$ cat config.mk
export PLATFORM = sky130hd
export DESIGN_NAME = pc_sequencer_flat
export DESIGN_NICKNAME = d
export VERILOG_FILES = /design/src/rtl/pc_sequencer_if.sv /design/src/rtl/pc_sequencer.sv /design/src/flat_wrapper.sv
export SDC_FILE = /design/constraint.sdc
export NUM_CORES = 1
export LEC_CHECK = 0
export CORE_UTILIZATION = 30
export DETAILED_ROUTE_END_ITERATION = 6
export GPL_TIMING_DRIVEN = 0
export PLACE_DENSITY = 0.52
export SLEW_MARGIN = 30
export SYNTH_ARGS = -nofsm -noshare
export SYNTH_HDL_FRONTEND = slang
export SYNTH_SLANG_ARGS = --single-unit
export TNS_END_PERCENT = 20
$ cat constraint.sdc
create_clock -name clk -period 2.5 [get_ports clk]
set_input_delay 0.25 -clock clk [delete_from_list [all_inputs] [get_ports clk]]
set_output_delay 0.25 -clock clk [all_outputs]
set_load 0.01 [all_outputs]
$ cat src/rtl/pc_sequencer_if.sv
// Fetch-stage control/status bundle between the pipeline control logic (master)
// and the program counter sequencer (slave).
interface pc_sequencer_if #(
  parameter int AW = 16
);
  // No valid/ready handshake: every control input is sampled on each rising
  // clk edge and acts only when en=1 and stall=0; outputs are valid every cycle.
  logic          en;
  logic          stall;
  logic          branch_taken;
  logic [AW-1:0] branch_target;
  logic          jump;
  logic          call;
  logic [AW-1:0] jump_target;
  logic          ret;
  logic [AW-1:0] pc;
  logic [AW-1:0] pc_plus;
  logic          ras_empty;
  logic          ras_full;
  logic          ras_err;

  modport master (
    output en, stall, branch_taken, branch_target, jump, call, jump_target, ret,
    input  pc, pc_plus, ras_empty, ras_full, ras_err
  );

  modport slave (
    input  en, stall, branch_taken, branch_target, jump, call, jump_target, ret,
    output pc, pc_plus, ras_empty, ras_full, ras_err
  );
endinterface

$ cat src/rtl/pc_sequencer.sv
// Fetch program counter with stall hold, branch/jump redirect and a circular
// return-address stack for call/return.
module pc_sequencer #(
  parameter int            AW        = 16,
  parameter int            INC       = 1,
  parameter logic [AW-1:0] RESET_PC  = '0,
  parameter int            RAS_DEPTH = 4
) (
  input  logic          clk,
  input  logic          rst,
  pc_sequencer_if.slave bus
);
  localparam int            PW      = $clog2(RAS_DEPTH);
  localparam int            CW      = PW + 1;
  localparam logic [AW-1:0] INC_V   = AW'(INC);
  localparam logic [CW-1:0] DEPTH_V = CW'(RAS_DEPTH);
  localparam logic [PW-1:0] ONE_P   = PW'(1);
  localparam logic [CW-1:0] ONE_C   = CW'(1);

  logic [AW-1:0] pc_q, pc_d;
  logic [PW-1:0] wp_q, wp_d;
  logic [CW-1:0] cnt_q, cnt_d;
  logic          err_q, err_d;
  logic [AW-1:0] ras_q [RAS_DEPTH];

  logic          advance;
  logic          push;
  logic [AW-1:0] pc_plus;
  logic [PW-1:0] top_idx;

  assign pc_plus = pc_q + INC_V;
  assign advance = bus.en & ~bus.stall;
  // wp_q is the next free slot; the newest entry sits just below it.
  assign top_idx = wp_q - ONE_P;

  always_comb begin
    pc_d  = pc_q;
    wp_d  = wp_q;
    cnt_d = cnt_q;
    err_d = err_q;
    push  = 1'b0;
    if (advance) begin
      if (bus.branch_taken) begin
        pc_d = bus.branch_target;
      end else if (bus.ret && bus.call) begin
        pc_d  = pc_plus;
        err_d = 1'b1;
      end else if (bus.ret) begin
        if (cnt_q != '0) begin
          pc_d  = ras_q[top_idx];
          wp_d  = top_idx;
          cnt_d = cnt_q - ONE_C;
        end else begin
          pc_d  = pc_plus;
          err_d = 1'b1;
        end
      end else if (bus.call) begin
        // When full, slot wp_q holds the oldest entry, so the push overwrites it.
        push = 1'b1;
        pc_d = bus.jump_target;
        wp_d = wp_q + ONE_P;
        if (cnt_q == DEPTH_V) begin
          err_d = 1'b1;
        end else begin
          cnt_d = cnt_q + ONE_C;
        end
      end else if (bus.jump) begin
        pc_d = bus.jump_target;
      end else begin
        pc_d = pc_plus;
      end
    end
  end

  always_ff @(posedge clk) begin
    if (rst) begin
      pc_q  <= RESET_PC;
      wp_q  <= '0;
      cnt_q <= '0;
      err_q <= 1'b0;
    end else begin
      pc_q  <= pc_d;
      wp_q  <= wp_d;
      cnt_q <= cnt_d;
      err_q <= err_d;
    end
  end

  always_ff @(posedge clk) begin
    if (!rst && push) begin
      ras_q[wp_q] <= pc_plus;
    end
  end

  assign bus.pc        = pc_q;
  assign bus.pc_plus   = pc_plus;
  assign bus.ras_empty = (cnt_q == '0);
  assign bus.ras_full  = (cnt_q == DEPTH_V);
  assign bus.ras_err   = err_q;
endmodule

$ cat src/flat_wrapper.sv
// flat-port wrapper written by rule: the top's interface ports become plain ports
module pc_sequencer_flat 
#(
  parameter int            AW        = 16,
  parameter int            INC       = 1,
  parameter logic [AW-1:0] RESET_PC  = '0,
  parameter int            RAS_DEPTH = 4
)
  (clk, rst, bus_en, bus_stall, bus_branch_taken, bus_branch_target, bus_jump, bus_call, bus_jump_target, bus_ret, bus_pc, bus_pc_plus, bus_ras_empty, bus_ras_full, bus_ras_err);
  pc_sequencer_if #(.AW(AW)) bus_i ();
  input  logic clk;
  input  logic rst;
  input wire logic [$bits(bus_i.en)-1:0] bus_en;
  input wire logic [$bits(bus_i.stall)-1:0] bus_stall;
  input wire logic [$bits(bus_i.branch_taken)-1:0] bus_branch_taken;
  input wire logic [$bits(bus_i.branch_target)-1:0] bus_branch_target;
  input wire logic [$bits(bus_i.jump)-1:0] bus_jump;
  input wire logic [$bits(bus_i.call)-1:0] bus_call;
  input wire logic [$bits(bus_i.jump_target)-1:0] bus_jump_target;
  input wire logic [$bits(bus_i.ret)-1:0] bus_ret;
  output wire logic [$bits(bus_i.pc)-1:0] bus_pc;
  output wire logic [$bits(bus_i.pc_plus)-1:0] bus_pc_plus;
  output wire logic [$bits(bus_i.ras_empty)-1:0] bus_ras_empty;
  output wire logic [$bits(bus_i.ras_full)-1:0] bus_ras_full;
  output wire logic [$bits(bus_i.ras_err)-1:0] bus_ras_err;
  assign bus_i.en = bus_en;
  assign bus_i.stall = bus_stall;
  assign bus_i.branch_taken = bus_branch_taken;
  assign bus_i.branch_target = bus_branch_target;
  assign bus_i.jump = bus_jump;
  assign bus_i.call = bus_call;
  assign bus_i.jump_target = bus_jump_target;
  assign bus_i.ret = bus_ret;
  assign bus_pc = bus_i.pc;
  assign bus_pc_plus = bus_i.pc_plus;
  assign bus_ras_empty = bus_i.ras_empty;
  assign bus_ras_full = bus_i.ras_full;
  assign bus_ras_err = bus_i.ras_err;
  pc_sequencer #(.AW(AW), .INC(INC), .RESET_PC(RESET_PC), .RAS_DEPTH(RAS_DEPTH)) u_core (.clk(clk), .rst(rst), .bus(bus_i));
endmodule
==> results.toml <==
[floorplanning]
die_y_microns = 120.6
num_rows = 42
core-area_sq_um = 13510
die_w_microns = 120.6
dieArea_sq_um = 14550
ios = 75
start_util_pct = 31.26

[layout]
final_common_cell = "clkdlybuf4s50_1"
fillers = 1279
fin_cells = 606
layout_common_cells = "66 x clkdlybuf4s50_1, 64 x edfxtp_1, 20 x nor2_1"
area_delta_synth_final_pct = 36.78
drive_gt1_share_pct = 21.40
fin_nets = 471
insertedDiodeCount = 0

[critical_path]
critPathLaunchType = "flop"
r2r_end = "u_core.bus.pc[3]"
cpMaxStageDelayCell = "clkdlybuf4s50_1"
cp-end-kind = "primary output"
rrSetupSlack_ps = 150
required_ps = 2250
crit_start = "u_core.bus.pc[5]"
slowest_delay_ps = 640
worstSetupPathType = "reg -> out"
regToRegStartpoint = "u_core.wp_q[0]"
cp_cell_sequence = "buf_4 -> nand3_4 -> nor2_4 -> xnor2_1 -> clkdlybuf4s50_1"
ff2ff_path_depth = 9
worstPathMaxFanout = 8
crit_arrival_ps = 2220

[grt]
grt_pass1_wl_microns = 19690
grt_remaining_overflow = 0
grt_start_max_net_pins = 17
track_usage_pct = 18.87
grt_pass1_vias = 3358
grt_antenna_before_repair = 0

[sta]
setup_slack_ps = 32.11
grt_setup_unrepaired = "yes"
finalCritPeriodShare_pct = 98.72
slew_headroom_pct = 55.50
slew_violations = 0
period_minus_slack_ps = 2468
hold_slack_ps = 484.5
finalHoldViolCount = 0
fin_skew_ps = 6.769
tns_ps = 0
setup_violations = 0
fmax_mhz = 405.2
worst_slew_pin_slew_ps = 665.0

[route]
drt_first_iter_violations = 211
num_vias = 3228
drc = 0
vias_per_cell = 5.327
drt_wl_total_microns = 12870
drtAntennaViolNets = 0
drt-pass1-iter-count = 4
wl_per_cell_microns = 21.24

[yosys]
syn-num-nets = 375
netlist_area_sq_um = 4222
ys_seq_elements = 86
async_reset_ff_share_pct = 0
yosysSeqAreaShare_pct = 55.96
yosysUniqueCellTypes = 60
yosys_most_used_dff = "edfxtp_1"
synthCells = 329
yosys_warnings = 0
avgSynthCellArea_sq_um = 12.83
synth_edf_count = 64

[power]
power_frac_seq_pct = 48.3
p_leak_nw = 2.005
p_per_area_nw_per_um2 = 572.0
irDropWorstVdd_mv = 0.2904
clock_power_share_pct = 39.1
power.internal_mw = 2.538
sw_frac_of_total_pct = 23.17
total_power_mw = 3.303
switching_power_mw = 0.7655
combinationalPowerShare_pct = 12.6

[clocking]
cts_root_buf = "clkbuf_16"
cts_buffers = 9
insertion_delay_ps = 350
cts.sinks = 86
path_clk_slew_ps = 60
clockBufferDepth = 2
htree_num_levels = 3
tritoncts = "built"

[run_status]
status = "finished, final reports clean"

[worst_hold_path]
min_from = "u_core.bus.ras_err"
holdPathStages = 2
min_to = "u_core.bus.ras_err"
hp-class = "reg -> reg"

[placement]
dp_slack_ps = -714.7
gp_congestion = 0.8169
post-dp-hpwl_microns = 8764
io_buffers = 73
dpl.cell_count = 578

[job]
drv_cap = 0
## cell type report
type	count	area, sq um	area share [%]
flip-flops and latches	86	2379	41.19
multi-input cells	213	1904	32.98
repair buffers	85	828.3	14.34
clock buffers	14	244.0	4.225
well taps	176	220.2	3.814
plain buffers	19	122.6	2.124
inverters	11	41.29	0.7151
clock inverters	2	35.03	0.6067
## worst max path at each step
| stage | cells after the start | to | slack [ps] |
|---|---|---|---|
| global placement | 9 | u_core.bus.pc[13] | -570 |
| CTS | 5 | bus_pc_plus[10] | -140 |
| detailed placement | 9 | u_core.bus.pc[11] | -710 |
| global route | 5 | bus_pc_plus[7] | -80 |
| floorplan | 9 | u_core.bus.pc[14] | 150 |
| finish | 5 | bus_pc_plus[7] | 30 |
## stage by stage
step / area (sq um) / util [%]
floorplan: 4222 / -
global placement: 5172 / 38.30
detailed placement: 5174 / 38.31
CTS: 5668 / 41.97
global route: 5774 / 42.76
finish: 5774 / 42.76
## layer usage
layer | wire length, microns | vias up | GRT usage (%)
li1 | - | 1492 | -
met1 | 5761 | 1608 | 25.11
met2 | 6246 | 108 | 30.06
met3 | 568 | 20 | 3.349
met4 | 296 | 0 | 8.256
met5 | 0 | - | 0
## cells by family (layout without fill, tap and decap cells)
family	Yosys count	in the layout	synth area share [%]
AND/OR/NAND/NOR	97	97	13.43
flip-flops	86	86	55.96
AO/OA/AOI/OAI	74	74	12.57
buffers and inverters	30	131	3.142
XOR/XNOR	18	18	3.913
multiplexers	18	18	9.040
adder cells (fa/ha/maj)	6	6	1.956
## power groups by stage
stage	registers, mW	logic, mW	clock network, mW
2_1_floorplan	1.61	0.184	0
3_3_place_gp	1.62	0.385	0
3_5_place_dp	1.62	0.392	0
4_1_cts	1.59	0.413	1.32
5_1_grt	1.60	0.451	1.37
6_report	1.59	0.416	1.29
## flip-flops by register name, summed over array words and instances (netlist names)
name                cells
u_core.bus.pc          16
u_core.bus.ras_err      1
u_core.cnt_q            3
u_core.ras_q           64
u_core.wp_q             2
## worst max-delay path: cells and delay by family (launching register included)
family	cells	cell delay [ps]
XOR/XNOR	1	440
buffers and inverters	2	820
flip-flops	1	330
AND/OR/NAND/NOR	2	270
## synthesized netlist by cell type, types with 7 or more instances
cell type   n  area share, %
xor2_1      8            1.7
clkbuf_1   10           0.89
o311ai_0   10            2.1
buf_2       7           0.83
mux4_2     16            8.5
nand3_1     9            1.1
nor3_1     10            1.2
nand2_1    10           0.89
nor2_1     21            1.9
edfxtp_1   64             46
a21oi_1    16            1.9
dfxtp_1    22             10
inv_1      10           0.89
a221oi_1    9            1.9
xnor2_1     9            1.9
nand2b_1    9            1.3
## repair_timing
item                                    CTS  global route
endpoints found under the setup margin   75            11
gates resized for setup                  35            20
pin swaps                                 3             3
hold buffers                              0             0
setup buffers                             9             3
Power figures use the tool's default switching activity.
